### config.mk
export PLATFORM = sky130hd
export DESIGN_NAME = lc4_fetch_queue
export DESIGN_NICKNAME = d
export VERILOG_FILES = /design/src/rtl/lc4_fetch_queue.sv
export SDC_FILE = /design/constraint.sdc
export NUM_CORES = 1
export LEC_CHECK = 0
export ABC_AREA = 1
export BUFFER_PORTS_ARGS = -buffer_cell sky130_fd_sc_hd__buf_2
export CORE_MARGIN = 3
export CORE_UTILIZATION = 66
export DETAILED_ROUTE_END_ITERATION = 6
export PLACE_DENSITY_LB_ADDON = 0.1
export SLEW_MARGIN = 20
export SYNTH_ARGS = -nofsm -noshare
export SYNTH_HDL_FRONTEND = slang
export SYNTH_SLANG_ARGS = --single-unit
### constraint.sdc
create_clock -name clk -period 6.7 [get_ports clk]
set_input_delay 0.335 -clock clk [delete_from_list [all_inputs] [get_ports clk]]
set_output_delay 0.335 -clock clk [all_outputs]
set_load 0.02 [all_outputs]
### src/rtl/lc4_fetch_queue.sv
// lc4_fetch_queue: LC4 instruction fetch front end.
// Each issue fetches a PC / PC+1 pair over the two memory read ports, tracks
// the pair across a fixed memory latency, and pushes the returned words into
// a FIFO that decode drains over a valid/ready handshake. A redirect loads a
// new PC, empties the FIFO and retires in-flight pairs via an epoch tag.
// Optional feature: define FETCH_PERF_CNT_EN to add the stall_cycles counter.
module lc4_fetch_queue #(
    parameter logic [15:0] RESET_PC    = 16'h8200,
    parameter int          MEM_LATENCY = 1,
    parameter int          DEPTH       = 8
) (
    input  logic                       clk,
    input  logic                       rst,
    input  logic                       gwe,
    output logic [15:0]                i1addr,
    output logic [15:0]                i2addr,
    output logic                       i1re,
    output logic                       i2re,
    input  logic [15:0]                i1in,
    input  logic [15:0]                i2in,
    input  logic                       redirect_valid,
    input  logic [15:0]                redirect_pc,
    output logic                       out_valid,
    input  logic                       out_ready,
    output logic [15:0]                out_insn,
    output logic [15:0]                out_pc,
    output logic [$clog2(DEPTH):0]     fifo_count
`ifdef FETCH_PERF_CNT_EN
    ,
    output logic [31:0]                stall_cycles
`endif
);

    localparam int AW   = $clog2(DEPTH);
    localparam int CW   = AW + 1;
    // An epoch only has to outlive the redirects that can occur while one pair
    // is in flight (at most MEM_LATENCY-1), so it wraps at 2^EW > that count.
    // For MEM_LATENCY of 1 or 2 this is a single toggling bit.
    localparam int EW   = (MEM_LATENCY < 2) ? 1 : $clog2(MEM_LATENCY);
    localparam int LAST = MEM_LATENCY - 1;

    // Architectural fetch state
    logic [15:0]            r_pc;
    logic [EW-1:0]          r_epoch;

    // Tracking pipe: one {valid, epoch, pc} per latency stage
    logic [MEM_LATENCY-1:0] r_pipe_valid;
    logic [EW-1:0]          r_pipe_epoch [MEM_LATENCY];
    logic [15:0]            r_pipe_pc    [MEM_LATENCY];

    // FIFO storage and bookkeeping
    logic [15:0]            r_fifo_insn [DEPTH];
    logic [15:0]            r_fifo_pc   [DEPTH];
    logic [AW-1:0]          r_wr_ptr;
    logic [AW-1:0]          r_rd_ptr;
    logic [CW-1:0]          r_count;
    logic [15:0]            r_out_insn;
    logic [15:0]            r_out_pc;

    // Per-cycle decisions
    logic [31:0]            w_inflight;
    logic [31:0]            w_used;
    logic                   w_redirect;
    logic                   w_advance;
    logic                   w_issue;
    logic                   w_return;
    logic                   w_push;
    logic                   w_pop;
    logic [AW-1:0]          w_wr_ptr_1;
    logic [AW-1:0]          w_rd_ptr_next;
    logic [CW-1:0]          w_count_next;
    logic [15:0]            w_ret_pc_1;
    logic [15:0]            w_head_insn_next;
    logic [15:0]            w_head_pc_next;

    // Redirect wins over everything; a normal cycle is gwe without redirect
    assign w_redirect = gwe & redirect_valid;
    assign w_advance  = gwe & ~redirect_valid;

    // Count occupied tracking stages, stale ones included, as outstanding pairs
    always_comb begin
        w_inflight = 32'd0;
        for (int k = 0; k < MEM_LATENCY; k++) begin
            w_inflight = w_inflight + {31'd0, r_pipe_valid[k]};
        end
    end

    // Issue only when the FIFO can absorb this pair plus every pair in flight
    assign w_used  = {{(32-CW){1'b0}}, r_count} + (w_inflight << 1);
    assign w_issue = ~rst & w_advance & ((w_used + 32'd2) <= 32'(DEPTH));

    // A pair returns from the last stage only if it belongs to the live stream
    assign w_return   = r_pipe_valid[LAST] & (r_pipe_epoch[LAST] == r_epoch);
    assign w_push     = w_advance & w_return;
    assign w_pop      = w_advance & out_valid & out_ready;
    assign w_ret_pc_1 = r_pipe_pc[LAST] + 16'd1;

    assign w_wr_ptr_1    = r_wr_ptr + AW'(1);
    assign w_rd_ptr_next = r_rd_ptr + {{(AW-1){1'b0}}, w_pop};
    assign w_count_next  = r_count
                         + (w_push ? CW'(2) : CW'(0))
                         - (w_pop  ? CW'(1) : CW'(0));

    // Select the next head entry, forwarding a word written this same cycle
    always_comb begin
        w_head_insn_next = r_fifo_insn[w_rd_ptr_next];
        w_head_pc_next   = r_fifo_pc[w_rd_ptr_next];
        if (w_push && (w_rd_ptr_next == r_wr_ptr)) begin
            w_head_insn_next = i1in;
            w_head_pc_next   = r_pipe_pc[LAST];
        end else if (w_push && (w_rd_ptr_next == w_wr_ptr_1)) begin
            w_head_insn_next = i2in;
            w_head_pc_next   = w_ret_pc_1;
        end
    end

    // PC and epoch: redirect starts a new stream, an issue advances one pair
    always_ff @(posedge clk or posedge rst) begin
        if (rst) begin
            r_pc    <= RESET_PC;
            r_epoch <= '0;
        end else if (w_redirect) begin
            r_pc    <= redirect_pc;
            r_epoch <= r_epoch + EW'(1);
        end else if (w_issue) begin
            r_pc    <= r_pc + 16'd2;
        end
    end

    // Tracking pipe shifts on every gwe cycle; stale entries ride out the pipe
    always_ff @(posedge clk or posedge rst) begin
        if (rst) begin
            for (int k = 0; k < MEM_LATENCY; k++) begin
                r_pipe_valid[k] <= 1'b0;
                r_pipe_epoch[k] <= '0;
                r_pipe_pc[k]    <= '0;
            end
        end else if (gwe) begin
            r_pipe_valid[0] <= w_issue;
            r_pipe_epoch[0] <= r_epoch;
            r_pipe_pc[0]    <= r_pc;
            for (int k = 1; k < MEM_LATENCY; k++) begin
                r_pipe_valid[k] <= r_pipe_valid[k-1];
                r_pipe_epoch[k] <= r_pipe_epoch[k-1];
                r_pipe_pc[k]    <= r_pipe_pc[k-1];
            end
        end
    end

    // FIFO storage: a returning pair lands in two consecutive slots
    always_ff @(posedge clk) begin
        if (w_push) begin
            r_fifo_insn[r_wr_ptr]   <= i1in;
            r_fifo_pc[r_wr_ptr]     <= r_pipe_pc[LAST];
            r_fifo_insn[w_wr_ptr_1] <= i2in;
            r_fifo_pc[w_wr_ptr_1]   <= w_ret_pc_1;
        end
    end

    // FIFO pointers and occupancy; a redirect empties the queue outright
    always_ff @(posedge clk or posedge rst) begin
        if (rst) begin
            r_wr_ptr <= '0;
            r_rd_ptr <= '0;
            r_count  <= '0;
        end else if (w_redirect) begin
            r_wr_ptr <= '0;
            r_rd_ptr <= '0;
            r_count  <= '0;
        end else if (gwe) begin
            if (w_push) begin
                r_wr_ptr <= r_wr_ptr + AW'(2);
            end
            r_rd_ptr <= w_rd_ptr_next;
            r_count  <= w_count_next;
        end
    end

    // Registered head; an empty FIFO keeps showing the last head values
    always_ff @(posedge clk or posedge rst) begin
        if (rst) begin
            r_out_insn <= '0;
            r_out_pc   <= '0;
        end else if (w_advance && (w_count_next != '0)) begin
            r_out_insn <= w_head_insn_next;
            r_out_pc   <= w_head_pc_next;
        end
    end

`ifdef FETCH_PERF_CNT_EN
    logic [31:0] r_stall_cycles;

    // Saturating count of live cycles in which decode had nothing to take
    always_ff @(posedge clk or posedge rst) begin
        if (rst) begin
            r_stall_cycles <= '0;
        end else if (w_advance && !out_valid && (r_stall_cycles != 32'hFFFF_FFFF)) begin
            r_stall_cycles <= r_stall_cycles + 32'd1;
        end
    end

    assign stall_cycles = r_stall_cycles;
`endif

    assign i1addr     = r_pc;
    assign i2addr     = r_pc + 16'd1;
    assign i1re       = w_issue;
    assign i2re       = w_issue;
    assign out_valid  = (r_count != '0);
    assign fifo_count = r_count;
    assign out_insn   = r_out_insn;
    assign out_pc     = r_out_pc;

endmodule

Yosys cells after proc, flatten, opt, wreduce, memory -nomap -nowiden:

Memories as Yosys holds them, arrays and structs flattened. A register that Yosys moved wholly into a read port is not among the register bits.
Cells that the tools add are included.

* output and inout bits: 71
* word-level logic and storage cells: 53
* bits in registers: 45
* RAM bits: 256
* memories: 2
* input bits: 53

Memories
* r_fifo_insn: words 8, bits a word 16, rd ports 1, clocked after memory_dff 1, write ports 2, line 52 `logic [15:0] r_fifo_insn [DEPTH];`
* r_fifo_pc: words 8, bits a word 16, rd ports 1, clocked after memory_dff 1, write ports 2, line 53 `logic [15:0] r_fifo_pc [DEPTH];`

* $add $sub $neg: 11
* reduce and logical (&&, ||, !) cells: 7
* bitwise logic cells: 10
* muxes and demuxes: 13
* order comparisons: 1
* equal/unequal tests: 1

Operator list (number)
* 16-bit by 1-bit adder with 16-bit output (second input constant): 2
* 16-bit two-way mux: 2
* 16-bit by 2-bit adder with 16-bit output (second input constant): 1
* 3-bit two-way mux: 5
* 1-bit AND: 8
* 4-bit two-way mux: 2
* 4-bit nonzero test: 2
* 5-bit by 2-bit adder with 6-bit output (second input constant): 1
* 6-bit by 4-bit less-or-equal comparator with 1-bit output (second input constant): 1
* 2-bit nonzero test: 3
* 4-bit by 2-bit adder with 5-bit output: 1
* 4-bit by 2-bit adder with 4-bit output: 1
* 4-bit by 1-bit subtractor with 4-bit output: 1
* 3-bit by 1-bit adder with 3-bit output: 1
* 3-bit by 1-bit adder with 3-bit output (second input constant): 1
* 3-bit by 2-bit adder with 3-bit output (second input constant): 1
* 1-bit two-way mux: 3
* 2-bit two-way mux: 1
* 1-bit inverter: 2
* 2-bit AND reduction: 1
* 1-bit adder (second input constant): 1
* 1-bit equality test: 1
* 1-bit logical AND: 1

Logic depth before layout (Yosys ltp):

* word-level depth: 8
* depth in mapped cells: 20
* mapped depth without buffers: 18

Worst setup path after synthesis:

No wires, ideal clock.

* kind: input to output
* start: input rst
* end: output i2re
* cell stages on the path: 4
* required time: 6.365 ns
* path buffers: 1
* arrival time: 2.769 ns
* slack: 3.596 ns
* path through: inv_1 > nand3_2 > inv_1 > buf_4

* cells in the longest elaborated chain, start to end: 3

RTL lines
* from (decl): line 13 `input logic rst,`
* 1-bit inverter: line 90 `assign w_issue = ~rst & w_advance & ((w_used + 32'd2) <= 32'(DEPTH));`
* 1-bit AND (2 in series): line 90
* to (decl): line 18 `output logic i2re,`

Every way passes these cells.

Worst setup path after layout:

* start: input gwe
* end: register r_out_pc[11], in the netlist out_pc[11] (read register of r_fifo_pc)

* cells in the longest elaborated chain, start to end: 7
* elaborated cells between the ends (all ways): 11

RTL lines
* from (decl): line 14 `input logic gwe,`
* 1-bit AND *: line 78 `assign w_advance = gwe & ~redirect_valid;`
* 1-bit AND (on tied branches): line 94, 95
* 2-bit two-way mux / 1-bit AND (equally long branches): line 101, 95
* 4-bit by 2-bit adder with 4-bit output / 1-bit two-way mux (equally long branches): line 101, 102
* 4-bit by 1-bit subtractor with 4-bit output: line 102 `- (w_pop ? CW'(1) : CW'(0));`
* 4-bit nonzero test: line 184 `end else if (w_advance && (w_count_next != '0)) begin`
* 1-bit logical AND: line 184
* to (decl): line 58 `logic [15:0] r_out_pc;`

Every way passes the cells marked *; elsewhere a longest branch is shown, timed or not.
A chain may end at the register's enable or synchronous reset.

==> impl_metrics.env <==
export IMPL_critical_path_startpoint="gwe"
export IMPL_cts_tree="yes"
export IMPL_area_growth_syn_to_layout_pct=8.84
export IMPL_placement_io_buffers=123
export IMPL_netlist_instances=1973
export IMPL_r2r_cells=18
export IMPL_floorplan_initialDensity=0.674
export IMPL_synth_simple_gate_area_frac=0.216
export IMPL_io_pins=124
export IMPL_path_cells="buf_2 -> nand3_4 -> nor2_8 -> inv_1 -> ha_1 -> inv_1 -> ha_1 -> inv_1 -> fa_1 -> nand3_1 -> nand2_1 -> nand2_1 -> buf_4 -> inv_2 -> nor2_1 -> nand2_1 -> nand2_1"
export IMPL_synth_nets=2045
export IMPL_arrival_ns=4.50
export IMPL_hpwlAfterDp_mm=24.8
export IMPL_critical_path_max_stage_delay_ns=0.67
export IMPL_drt_initial_drc_count=1606
export IMPL_power_density_nw_per_um2=349
export IMPL_setup_viol=0
export IMPL_hold_path_class="in -> reg"
export IMPL_final_common_cell="sky130_fd_sc_hd__nand2_1"
export IMPL_die_height_um=167
export IMPL_setup_worst_path_end_class="flip-flop"
export IMPL_drt_vias_per_instance=5.83
export IMPL_yosysUniqueCellTypes=36
export IMPL_pre_cts_ws_ns=2.19
export IMPL_cts_sinks=332
export IMPL_synthesis_area_per_instance_um2=8.63
export IMPL_cts_buffer_depth=3
export IMPL_run_status="finished, final reports clean"
export IMPL_synth_cell_area_um2=17000
export IMPL_max_slew_margin=0.263
export IMPL_yosys_warnings=0
export IMPL_vias=13600
export IMPL_first_global_vias=13000
export IMPL_capture_point_of_the_critical_path="out_pc[11]"
export IMPL_synth_adder_area_share=0.0144
export IMPL_synth_mux_area_frac=0
export IMPL_regToRegSetupSlack_ns=2.63
export IMPL_grt_pass1_wl_mm=67.5
export IMPL_synth_compound_area_share=0.117
export IMPL_cts_repair_resize_count=0
export IMPL_floorplan_rows=58
export IMPL_num_fill_cells=1875
export IMPL_ant_nets=0
export IMPL_cpMaxStageDelayCell="sky130_fd_sc_hd__nor2_8"
export IMPL_synth_xor_area_share=0.0134
export IMPL_ys_ff_latch=332
export IMPL_clock_latency_ns=0.52
export IMPL_vdd_drop_max_v=0.000284
export IMPL_wl_per_cell_um=18.2
export IMPL_p_leak_uw=0.00798
export IMPL_gp_congestion=0.869
export IMPL_synth_sequential_area_ratio=0.564
export IMPL_antenna_found_initial=0
export IMPL_clock_skew_after_layout_ns=0.0150
export IMPL_report_final_slew_viol_count=0
export IMPL_setup_total_negative_slack_ns=0
export IMPL_fmax_mhz=244
export IMPL_tightestPinTransition_ns=1.10
export IMPL_htree_num_levels=2
export IMPL_regToRegEndpoint="out_pc[11]"
export IMPL_timing_setup_critical_path_class="in -> reg"
export IMPL_final_period_minus_worst_setup_slack_ns=4.09
export IMPL_root_buffer="sky130_fd_sc_hd__clkbuf_16"
export IMPL_r2r_start="r_epoch"
export IMPL_drv_cap=0
export IMPL_grt_max_degree=106
export IMPL_core_um2=25300
export IMPL_cts_inserted_buffers=36
export IMPL_floorplan_die_area_um2=27700
export IMPL_worst_ep_required_time_ns=7.11
export IMPL_synth_top_family_by_area="simple AND/OR/NAND/NOR gates"
export IMPL_crit_path_max_fanout=44
export IMPL_num_nets_final=2041
export IMPL_rsz0062_at_grt="no"
export IMPL_layout_drive_gt1_share=0.114
export IMPL_grt_total_usage=0.301
export IMPL_post_route_drc_count=0
export IMPL_globalRoute_totalOverflow=0
export IMPL_hold_violations=0
export IMPL_layout_setup_ws_ns=2.61
export IMPL_die_width_um=167
export IMPL_clk_transition_reported_paths_ns=0.06
export IMPL_worst_setup_path_start_kind="input pin"
export IMPL_drt_pass1_iter_count=6
export IMPL_timing_final_crit_share=0.611
export IMPL_diodes=0
export IMPL_critical_path_most_common_cell="sky130_fd_sc_hd__nand2_1"
export IMPL_layout_cells_most_common_list="sky130_fd_sc_hd__nand2_1 (760), sky130_fd_sc_hd__o21ai_0 (269), sky130_fd_sc_hd__edfxtp_1 (256)"
export IMPL_total_routed_wirelength_mm=42.3
export IMPL_postLayoutCoreUtil=0.734
## synth_stat cells (all sizes together)
cell	count	share of area
a21oi	9	0.0026
dfstp	2	0.0031
clkinv	3	0.00066
ha	18	0.013
nor2	117	0.028
o2111ai	32	0.016
nand2	770	0.17
nand3	33	0.012
fa	1	0.0012
nor3	4	0.0012
o21ai	318	0.094
a22o	1	0.00051
nand4	8	0.0029
xnor2	5	0.0026
buf	79	0.029
clkbuf	102	0.022
edfxtp	256	0.45
inv	111	0.025
o21a	1	0.00044
o22ai	5	0.0018
xor2	21	0.011
dfrtp	74	0.11
o211ai	3	0.0013
## metrics by stage
stage	hold slack [ns]	power (uW)	instance area, um^2	std cells
5_1_grt	0.0463	6800	18500	2327
3_5_place_dp	0.418	4480	17300	2260
3_3_place_gp	0.411	4410	17300	2260
2_1_floorplan	0.456	3980	17000	1973
4_1_cts	0.0315	6460	18500	2327
6_report	0.0444	6470	18500	2327
## worst min path at each step
stage | from | end | cells past startpoint
global route | redirect_pc[0] | i1addr[0] | 3
floorplan | redirect_pc[0] | i1addr[0] | 2
global placement | rst | i1addr[1] | 2
finish | redirect_pc[0] | i1addr[0] | 3
detailed placement | rst | i1addr[1] | 2
CTS | redirect_pc[0] | i1addr[0] | 3
## report_power, final
part | internal (uW) | leakage, uW | switching [uW] | total [uW]
clock | 1190 | 0.000582 | 803 | 1990
sequential | 2480 | 0.00327 | 277 | 2750
combinational | 527 | 0.00413 | 1190 | 1720
total | 4190 | 0.00798 | 2270 | 6470
## final cells by class
class                   instances  area (um^2)  share of cell area
inverters                     114          437              0.0236
clock buffers                  49         1020              0.0552
well taps                     330          413              0.0223
clock inverters                17          169             0.00912
multi-input cells            1346         6150               0.332
flip-flops and latches        332         9590               0.518
repair buffers                139          738              0.0399
## registers in the layout (all words and copies together), names as in the netlist
register,flops
r_fifo_insn,128
r_fifo_pc,128
i1addr,16
out_insn,16
out_pc,16
r_pipe_pc,16
fifo_count,4
r_rd_ptr,3
r_wr_ptr,2
r_epoch,1
r_pipe_epoch,1
r_pipe_valid,1
## routing by layer
| layer | part of all wire | global-route usage | wire [um] | vias to the layer above |
|---|---|---|---|---|
| met2 | 0.48 | 0.501 | 20500 | 631 |
| met4 | 0.027 | 0.101 | 1150 | 0 |
| met5 | 0 | 0 | 0 | - |
| li1 | - | - | - | 6456 |
| met1 | 0.40 | 0.409 | 17000 | 6379 |
| met3 | 0.088 | 0.0487 | 3710 | 99 |
## timing repair
action / 4_1_cts / 5_1_grt
endpoints found under the hold margin: 29 / 0
hold buffers: 1 / 0
buffers inserted: 0 / 0
## logic make-up after synthesis
kind of cell | Yosys count
XOR/XNOR | 26
flip-flops | 332
adder cells (fa/ha/maj) | 19
AND/OR/NAND/NOR | 932
AO/OA/AOI/OAI | 369
buffers and inverters | 295
## critical path, delay by kind of cell
family / cells / cell delay, ns
buf+inv: 6 / 1.78
fa+ha+maj: 3 / 0.98
simple gates: 8 / 1.35
(Power assumes the default switching activity.)
